`src/rtl/silife_frame_snapshot.sv`:
```
// silife_frame_snapshot: double-buffered row store between the Life grid
// engine and the MAX7219 display driver. After each generation all rows
// are copied into the back bank, which is then swapped to the front.
// Optional macro SILIFE_SNAPSHOT_SKIP_UNCHANGED_EN suppresses the swap
// and frame pulse when the new generation matches the front bank.
module silife_frame_snapshot #(
  parameter int WIDTH  = 32,
  parameter int HEIGHT = 32,
  localparam int ROW_BITS = (HEIGHT > 1) ? $clog2(HEIGHT) : 1
) (
  input  logic                clk,
  input  logic                reset,
  input  logic                i_enable,
  input  logic                i_generation_done,
  output logic [ROW_BITS-1:0] o_grid_row_select,
  input  logic [WIDTH-1:0]    i_grid_cells,
  input  logic [ROW_BITS-1:0] i_row_select,
  output logic [WIDTH-1:0]    o_cells,
  input  logic                i_display_busy,
  output logic                o_frame,
  output logic                o_valid,
  output logic                o_busy,
  output logic                o_overrun
);

  localparam int CNT_BITS = ROW_BITS + 1;
  localparam logic [CNT_BITS-1:0] CNT_LAST     = CNT_BITS'(HEIGHT);
  localparam logic [CNT_BITS-1:0] CNT_LAST_ROW = CNT_BITS'(HEIGHT - 1);

  typedef enum logic [1:0] {IDLE, CAPTURE, SWAP} state_t;

  state_t                state_q, state_d;
  logic                  bank_sel_q, bank_sel_d;
  logic                  valid_q, valid_d;
  logic                  frame_q, frame_d;
  logic                  overrun_q, overrun_d;
  logic [ROW_BITS-1:0]   row_sel_q, row_sel_d;
  logic [CNT_BITS-1:0]   cnt_q, cnt_d;
  logic [CNT_BITS-1:0]   cnt_inc, cnt_dec;
  logic                  wr_en;
  logic [ROW_BITS-1:0]   wr_row;
`ifdef SILIFE_SNAPSHOT_SKIP_UNCHANGED_EN
  logic                  diff_q, diff_d;
`endif

  // Bank storage; index 0/1, bank_sel_q names the front bank. Not reset.
  logic [WIDTH-1:0] mem [0:1][0:HEIGHT-1];

  assign cnt_inc = cnt_q + 1'b1;
  assign cnt_dec = cnt_q - 1'b1;
  // Data arriving in capture cycle c belongs to the row selected in c-1.
  assign wr_row  = cnt_dec[ROW_BITS-1:0];

  // Next-state logic for the capture/swap sequencer.
  always_comb begin
    state_d    = state_q;
    bank_sel_d = bank_sel_q;
    valid_d    = valid_q;
    frame_d    = 1'b0;
    overrun_d  = 1'b0;
    row_sel_d  = row_sel_q;
    cnt_d      = cnt_q;
    wr_en      = 1'b0;
`ifdef SILIFE_SNAPSHOT_SKIP_UNCHANGED_EN
    diff_d     = diff_q;
`endif
    if (!i_enable) begin
      // Abort: partial back bank is simply abandoned, front stays shown.
      state_d   = IDLE;
      cnt_d     = '0;
      row_sel_d = '0;
    end else begin
      if (i_generation_done && state_q != IDLE) overrun_d = 1'b1;
      case (state_q)
        IDLE: begin
          if (i_generation_done) begin
            state_d   = CAPTURE;
            cnt_d     = '0;
            row_sel_d = '0;
`ifdef SILIFE_SNAPSHOT_SKIP_UNCHANGED_EN
            diff_d    = 1'b0;
`endif
          end
        end
        CAPTURE: begin
          if (cnt_q != '0) begin
            wr_en = 1'b1;
`ifdef SILIFE_SNAPSHOT_SKIP_UNCHANGED_EN
            if (i_grid_cells != mem[bank_sel_q][wr_row]) diff_d = 1'b1;
`endif
          end
          if (cnt_q == CNT_LAST) begin
            state_d   = SWAP;
            cnt_d     = '0;
            row_sel_d = '0;
          end else begin
            cnt_d     = cnt_inc;
            row_sel_d = (cnt_q < CNT_LAST_ROW) ? cnt_inc[ROW_BITS-1:0] : '0;
          end
        end
        SWAP: begin
`ifdef SILIFE_SNAPSHOT_SKIP_UNCHANGED_EN
          if (valid_q && !diff_q) begin
            state_d = IDLE;
          end else
`endif
          if (!i_display_busy) begin
            bank_sel_d = ~bank_sel_q;
            valid_d    = 1'b1;
            frame_d    = 1'b1;
            state_d    = IDLE;
          end
        end
        default: state_d = IDLE;
      endcase
    end
  end

  // Control registers, synchronous active-high reset.
  always_ff @(posedge clk) begin
    if (reset) begin
      state_q    <= IDLE;
      bank_sel_q <= 1'b0;
      valid_q    <= 1'b0;
      frame_q    <= 1'b0;
      overrun_q  <= 1'b0;
      row_sel_q  <= '0;
      cnt_q      <= '0;
`ifdef SILIFE_SNAPSHOT_SKIP_UNCHANGED_EN
      diff_q     <= 1'b0;
`endif
    end else begin
      state_q    <= state_d;
      bank_sel_q <= bank_sel_d;
      valid_q    <= valid_d;
      frame_q    <= frame_d;
      overrun_q  <= overrun_d;
      row_sel_q  <= row_sel_d;
      cnt_q      <= cnt_d;
`ifdef SILIFE_SNAPSHOT_SKIP_UNCHANGED_EN
      diff_q     <= diff_d;
`endif
    end
  end

  // Back-bank row write during capture.
  always_ff @(posedge clk) begin
    if (wr_en && !reset) mem[~bank_sel_q][wr_row] <= i_grid_cells;
  end

  // Front-bank read port; out-of-range rows read as zero.
  always_comb begin
    o_cells = '0;
    if (valid_q && ({1'b0, i_row_select} < CNT_LAST))
      o_cells = mem[bank_sel_q][i_row_select];
  end

  assign o_grid_row_select = row_sel_q;
  assign o_frame           = frame_q;
  assign o_valid           = valid_q;
  assign o_overrun         = overrun_q;
  assign o_busy            = (state_q != IDLE);

endmodule

```
`config.mk`:
```
export PLATFORM = sky130hd
export DESIGN_NAME = silife_frame_snapshot
export DESIGN_NICKNAME = d
export VERILOG_FILES = /design/src/rtl/silife_frame_snapshot.sv
export SDC_FILE = /design/constraint.sdc
export NUM_CORES = 2
export LEC_CHECK = 0
export ABC_AREA = 1
export CORE_MARGIN = 2
export CORE_UTILIZATION = 45
export CTS_CLUSTER_SIZE = 20
export DETAILED_ROUTE_END_ITERATION = 10
export PLACE_DENSITY_LB_ADDON = 0.05
export RECOVER_POWER = 25
export SLEW_MARGIN = 30
export SYNTH_ARGS = -nofsm -noshare
export SYNTH_HDL_FRONTEND = slang
export SYNTH_SLANG_ARGS = --single-unit
```
`constraint.sdc`:
```
create_clock -name clk -period 4.6 [get_ports clk]
set_input_delay 0.69 -clock clk [delete_from_list [all_inputs] [get_ports clk]]
set_output_delay 0.69 -clock clk [all_outputs]
set_load 0.01 [all_outputs]
```
Word-level counts from Yosys, hierarchy flattened --
Memories as Yosys holds them, arrays and structs flattened. A register that Yosys moved wholly into a read port is not among the register bits. Cells that the tools add are included. Widths: inputs -> output; s select.
Cells by class: bitwise logic cells 6, reductions and logical operators 13, eq/ne operators 6, add/subtract/negate cells 2, multiplexer cells 26, $lt $le $gt $ge 4
Operators by type and width (number):
- $mux 1024 | 1
- $bmux 32 s5 | 1
- $demux 32 s5 | 1
- $mux 32 | 4
- $mux 5 | 3
- $ge 6x6->1 const B | 2
- $mux 6 | 2
- $not 5->6 | 2
- $pmux 6 s2 | 1
- $pmux 5 s2 | 1
- $mux 1 | 8
- $add 6x1->6 const B | 1
- $eq 6x6->1 const B | 1
- $lt 6x1->1 const B | 1
- $lt 6x5->1 const B | 1
- $mux 2 | 3
- $ne 2x2->1 const B | 3
- $pmux 2 s3 | 1
- $reduce_and 3->1 | 2
- $reduce_bool 6->1 | 1
- $sub 5x1->5 const B | 1
- $not 1->1 | 4
- $reduce_bool 2->1 | 2
- $logic_and 1x1->1 | 3
- other kinds (7) | 7
Storage, ports and cells: memory bits (writable) 2048, memories 1, output and inout port bits 41, register bits 17, word-level logic and storage cells 65, bits of input ports 42
Memories:
- mem | words 2, width 1024, rd ports 1, clocked after memory_dff 1, wr ports 1, RTL line 47 | logic [WIDTH-1:0] mem [0:1][0:HEIGHT-1];

Logic depth before layout (Yosys ltp) --
depth after elaboration 7, gate-level depth with buffers 14, mapped depth without buffers 11

Worst setup path after synthesis --
OpenSTA, ideal clock, no wires.
path type reg2reg, start reg cnt_q[0], end mem mem[0][896] in the netlist's numbering, enable pin, stages on the path, launching flop included 9, data required time 4.139 ns, data arrival time 3.625 ns, path slack 0.514 ns, path through dfxtp_1 -> inv_1 -> ha_1 -> nand2_1 -> xor2_1 -> inv_1 -> nor2_1 -> nand2_1 -> nor3_1
Between the ends: longest elaborated chain between the ends 7
RTL lines:
- from (decl) | RTL line 38 | logic [CNT_BITS-1:0] cnt_q, cnt_d;
- from (signal assigned) | RTL line 139 | cnt_q <= cnt_d;
- $sub 5x1->5 / $reduce_bool 6->1 (equally long branches) | RTL line 50, 86
- $not 5->6 / $mux 1 (equally long branches) | RTL line 148, 86
- $ge 6x6->1 (not written as such), or another cell as far along | RTL line 148 | if (wr_en && !reset) mem[~bank_sel_q][wr_row] <= i_grid_cells;
- $logic_and 1x1->1 (not written as such) / $mux 1 (equally long branches) | RTL line 148, 67
- $mux 32 (not written as such) / $logic_and 1x1->1 (equally long branches) | RTL line 148
- $demux 32 s5 / $mux 1 (equally long branches) | RTL line 148
- $mux 1024 (not written as such) * | RTL line 148
- to (decl) | RTL line 47
Every way passes the cells marked *; elsewhere a longest branch is shown, timed or not.

==> run summary <==
For this run, the share of the core covered by cells in the final layout is 51.72%. The die extent in y was 434.1 um. The complex-gate fraction of the synthesized area is 0.5832%, and the area of the mapped netlist is 83250 um2. In this run, placement finished with an instance count of 9254.

The tools report the reported max-cap violation count as 26. The endpoint identified for the worst register-to-register timing path is mem[0][126]. In this run the core area contains 157 standard-cell rows. The run gives 6 as the detailed-router iteration count before antenna repair. In this run the critical register-to-register path is launched from cnt_q[0]. Once detail routing completed, the nets flagged for antenna violations numbered 0. Detailed placement finished with a half-perimeter wire length of 126000 um. For this design, the sink count on the clock tree is 2066. For the via count of the first global-routing pass, the log shows 52.42k. The final critical path takes up 96.91% of the cycle. Maximum count of clock buffers along a single path: 3. Setup slack on the critical path of the routed design comes to 142.2 ps. Ranked by total cell area, the synthesized netlist is headed by sky130_fd_sc_hd__edfxtp_1, sky130_fd_sc_hd__nand3_1, sky130_fd_sc_hd__nand2_1. The time the final worst path needs with I/O delays and setup is 4458 ps, and the final-report hold violation count is 0. The area of the die was 188500 um2. In this run the most critical hold path is launched from i_grid_cells[25]. In the routed layout, each cell is associated on average with a via count of 5.639. The final layout net count came out at 7066. The number of DRC markers after the initial detailed-route iteration is 5809.

After synthesis, the share of cell area in mux cells is 0%. The root buffer cell was sky130_fd_sc_hd__clkbuf_16. The tools report the number of antenna violations at the first check in global routing as 3. The most frequently used flop master after synthesis was sky130_fd_sc_hd__edfxtp_1. The area share of xor/xnor cells in the synthesized design is 0.06312%, and the gate count after technology mapping is 6927. Post-synthesis async set-or-reset flop share: 0%.

TritonCTS built the clock tree. At the worst endpoint, the arrival time is 3770 ps. The horizontal die dimension is 434.1 um. By count the netlist is led by sky130_fd_sc_hd__nand2_1, sky130_fd_sc_hd__edfxtp_1, sky130_fd_sc_hd__nand3_1. The fraction of the mapped netlist area in simple logic gates was 22.05%. After clock tree synthesis, the clock-pin slew on the worst setup and hold paths is 60 ps. The area of the core was 183500 um2; the number of distinct library cell variants in the gate-level netlist after synthesis was 29. After detailed routing, the number of remaining DRC violations is 0. At the end of routability-driven placement, the weighted congestion stood at 0.7786.

Once layout is complete, the cells apart from fillers number 9658. For the global router's overall resource usage, the log shows 27.05%. During synthesis, Yosys emitted a total of 0 warnings.

In this run the static leakage power is 32.95 nW. Power spread over the standard cell area amounts to 407.1 nW/um2. The first global-routing pass estimated 369400 um of wire. The number of max-slew violations in the final report is 1529, and the required time of the critical path is 3910 ps.

For this configuration, the core starts out at a cell density of 45.37%. The final layout contains routed wiring with a total length of 255300 um. Counting the fill cells in the layout gives 16.03k. The most critical setup path has its endpoint at o_cells[14]. The run finished, with violations left. Derived from the worst setup path, the maximum achievable clock frequency is 224.3 MHz. The type of the most critical hold path was input pin to flop. The synthesized area per cell was 12.02 um2. Timing analysis after detailed placement gives a worst setup slack of 239.7 ps. The synthesized netlist devotes 0.07515% of its cell area to adder and majority cells. The tools report the worst-case vdd ir drop as 0.0002998 V. The fraction of final layout cells sized beyond drive strength 1 is 8.590%, and the setup slack of the most critical reg-to-reg path is 1590 ps. For the diode insertion count for antenna repair, the log shows 0. For the worst-skew pair, the clock arrives at the later sink with an insertion delay of 860 ps.

Setup violations remaining at the end of the flow were counted as 0. For the worst setup skew after layout, the log shows 22.04 ps. Detailed-route via count: 54.46k. Buffers placed on the I/O ports in this run total 82. The H-tree depth reported by CTS was 4; the routed wire length per instance was 26.43 um. Of the post-synthesis cell area, the dominant cell type holds 73.87%. After global routing the overflow that remains totals 0. The final reports fail on capacitance limit, slew limit.

The most instantiated library cell after synthesis is sky130_fd_sc_hd__nand2_1. Critical path class: flop to output port. The synthesized design contains 2048 enable-type register cells.

The run gives 83 as the top-level I/O count. For the post-synth net total, the log shows 6974. The signed area change from the synthesized netlist to the final layout came out at 13.99%.

The clock buffer count from CTS was 215; the sequential area share after synthesis was 74.31%. After synthesis, the largest family of logic cells by area is simple AND/OR/NAND/NOR gates. Of all nets on the critical path, the largest fanout is 56.

The worst setup path is launched from a flop. The instance count along the most critical hold path was 1. Entering global routing, the biggest net connects 129 pins.

The worst register-to-register path has a depth of 8. Setup repair after global routing could not meet its margin everywhere. The critical path capture point type is an output port. At the pin with the least slew margin, the transition time is 3171 ps. Hold is met by 436.8 ps. The number of register bits inferred by synthesis came out at 2066. The dominant cell type by area after synthesis was sky130_fd_sc_hd__edfxtp_1. Headroom to the max-slew limit came out at -111.4%.
[worst max-delay path: stages (launching register included)]
cell                              delay (ps)
sky130_fd_sc_hd__dfxtp_4                 380
sky130_fd_sc_hd__buf_12                  190
sky130_fd_sc_hd__buf_16                  260
sky130_fd_sc_hd__buf_16                  270
sky130_fd_sc_hd__nand2_1                  90
sky130_fd_sc_hd__nand3_1                 110
sky130_fd_sc_hd__nand3_1                  80
sky130_fd_sc_hd__nand2_1                  80
sky130_fd_sc_hd__nand2_1                  70
sky130_fd_sc_hd__nand2_1                 150
sky130_fd_sc_hd__nand2_1                  70
sky130_fd_sc_hd__nand2_1                 120
sky130_fd_sc_hd__nor2_1                   90
sky130_fd_sc_hd__nor2_1                  250
sky130_fd_sc_hd__clkdlybuf4s50_1         600
[area by class of cell]
class	count	area [um2]	area share, %
Clock buffer	267	5575	5.875
Multi-Input combinational cell	4377	19300	20.34
Inverter	24	137.6	0.1450
Timing Repair inverter	2	20.02	0.02110
Timing Repair Buffer	333	3996	4.211
Clock inverter	125	918.4	0.9678
Sequential cell	2066	61870	65.19
Tap cell	2464	3083	3.249
[kinds of logic after synthesis]
family,after synthesis
AND/OR/NAND/NOR,4275
flip-flops,2066
buffers and inverters,484
AO/OA/AOI/OAI,91
XOR/XNOR,6
adder cells (fa/ha/maj),5
[timing repair]
item                       in CTS  in global routing
setup endpoints to repair      32                 19
resized for setup               7                 14
cloned                          3                  2
buffers inserted                7                  0
pin swaps                       0                  0
hold buffers                    0                  0
[layer usage]
| metal | track usage [%] | wire length, um | vias to the layer above |
|---|---|---|---|
| met3 | 3.269 | 15400 | 344 |
| met5 | 0 | 0 | - |
| met4 | 7.001 | 5923 | 0 |
| li1 | - | - | 24830 |
| met1 | 39.12 | 113500 | 27440 |
| met2 | 43.52 | 120500 | 1854 |
[worst min-delay path by stage]
stage	to
3_5_place_dp	o_grid_row_select[0]
6_report	mem[0][825]
2_1_floorplan	o_overrun
5_1_grt	mem[1][825]
4_1_cts	mem[0][825]
3_3_place_gp	o_grid_row_select[1]
[where the power goes]
group          switching [mW]  internal (mW)  total (mW)
Sequential            0.00228           20.7        20.7
Combinational            1.19          0.377        1.57
Clock                    7.29           9.06        16.4
Total                    8.48           30.2        38.6
[cell usage in the layout, fill, tap and decap left out, types with 2 or more instances in the layout]
master,synthesis,layout
sky130_fd_sc_hd__nand3_1,1773,1773
sky130_fd_sc_hd__buf_12,0,107
sky130_fd_sc_hd__a31oi_1,3,3
sky130_fd_sc_hd__edfxtp_1,2048,2048
sky130_fd_sc_hd__clkinv_1,2,64
sky130_fd_sc_hd__ha_1,5,5
sky130_fd_sc_hd__clkdlybuf4s50_1,0,45
sky130_fd_sc_hd__buf_2,270,24
sky130_fd_sc_hd__nand2_1,2336,2336
sky130_fd_sc_hd__inv_16,0,2
sky130_fd_sc_hd__nor3_2,0,64
sky130_fd_sc_hd__xor2_1,5,5
sky130_fd_sc_hd__inv_8,0,3
sky130_fd_sc_hd__buf_16,0,6
sky130_fd_sc_hd__a21oi_1,43,43
sky130_fd_sc_hd__inv_6,0,8
sky130_fd_sc_hd__inv_1,19,16
sky130_fd_sc_hd__o21ai_0,28,28
sky130_fd_sc_hd__o22ai_1,14,14
sky130_fd_sc_hd__buf_4,41,111
sky130_fd_sc_hd__dfxtp_2,0,2
sky130_fd_sc_hd__clkinv_8,0,8
sky130_fd_sc_hd__buf_6,16,4
sky130_fd_sc_hd__dfxtp_1,18,15
sky130_fd_sc_hd__bufinv_16,0,9
sky130_fd_sc_hd__clkbuf_16,0,217
sky130_fd_sc_hd__nor2_1,98,91
sky130_fd_sc_hd__clkbuf_1,80,82
sky130_fd_sc_hd__clkinv_2,0,38
sky130_fd_sc_hd__buf_8,0,3
sky130_fd_sc_hd__nor2_2,0,6
[sequential cells by signal, summed over array words and instances (netlist names), named ones only]
register and cells:
bank_sel_q 1, cnt_q 6, mem 2048, o_frame 1
o_grid_row_select 5, o_overrun 1, o_valid 1, state_q 2
[metrics by stage]
stage               power (mW)  area [um2]  setup TNS [ps]
floorplan                21.81       83250               0
global placement         22.65       88220               0
detailed placement       22.66       88220               0
CTS                      38.91       94870               0
global route             39.73       94900          -4.079
finish                   38.64       94900               0
(Power assumes the default switching activity.)
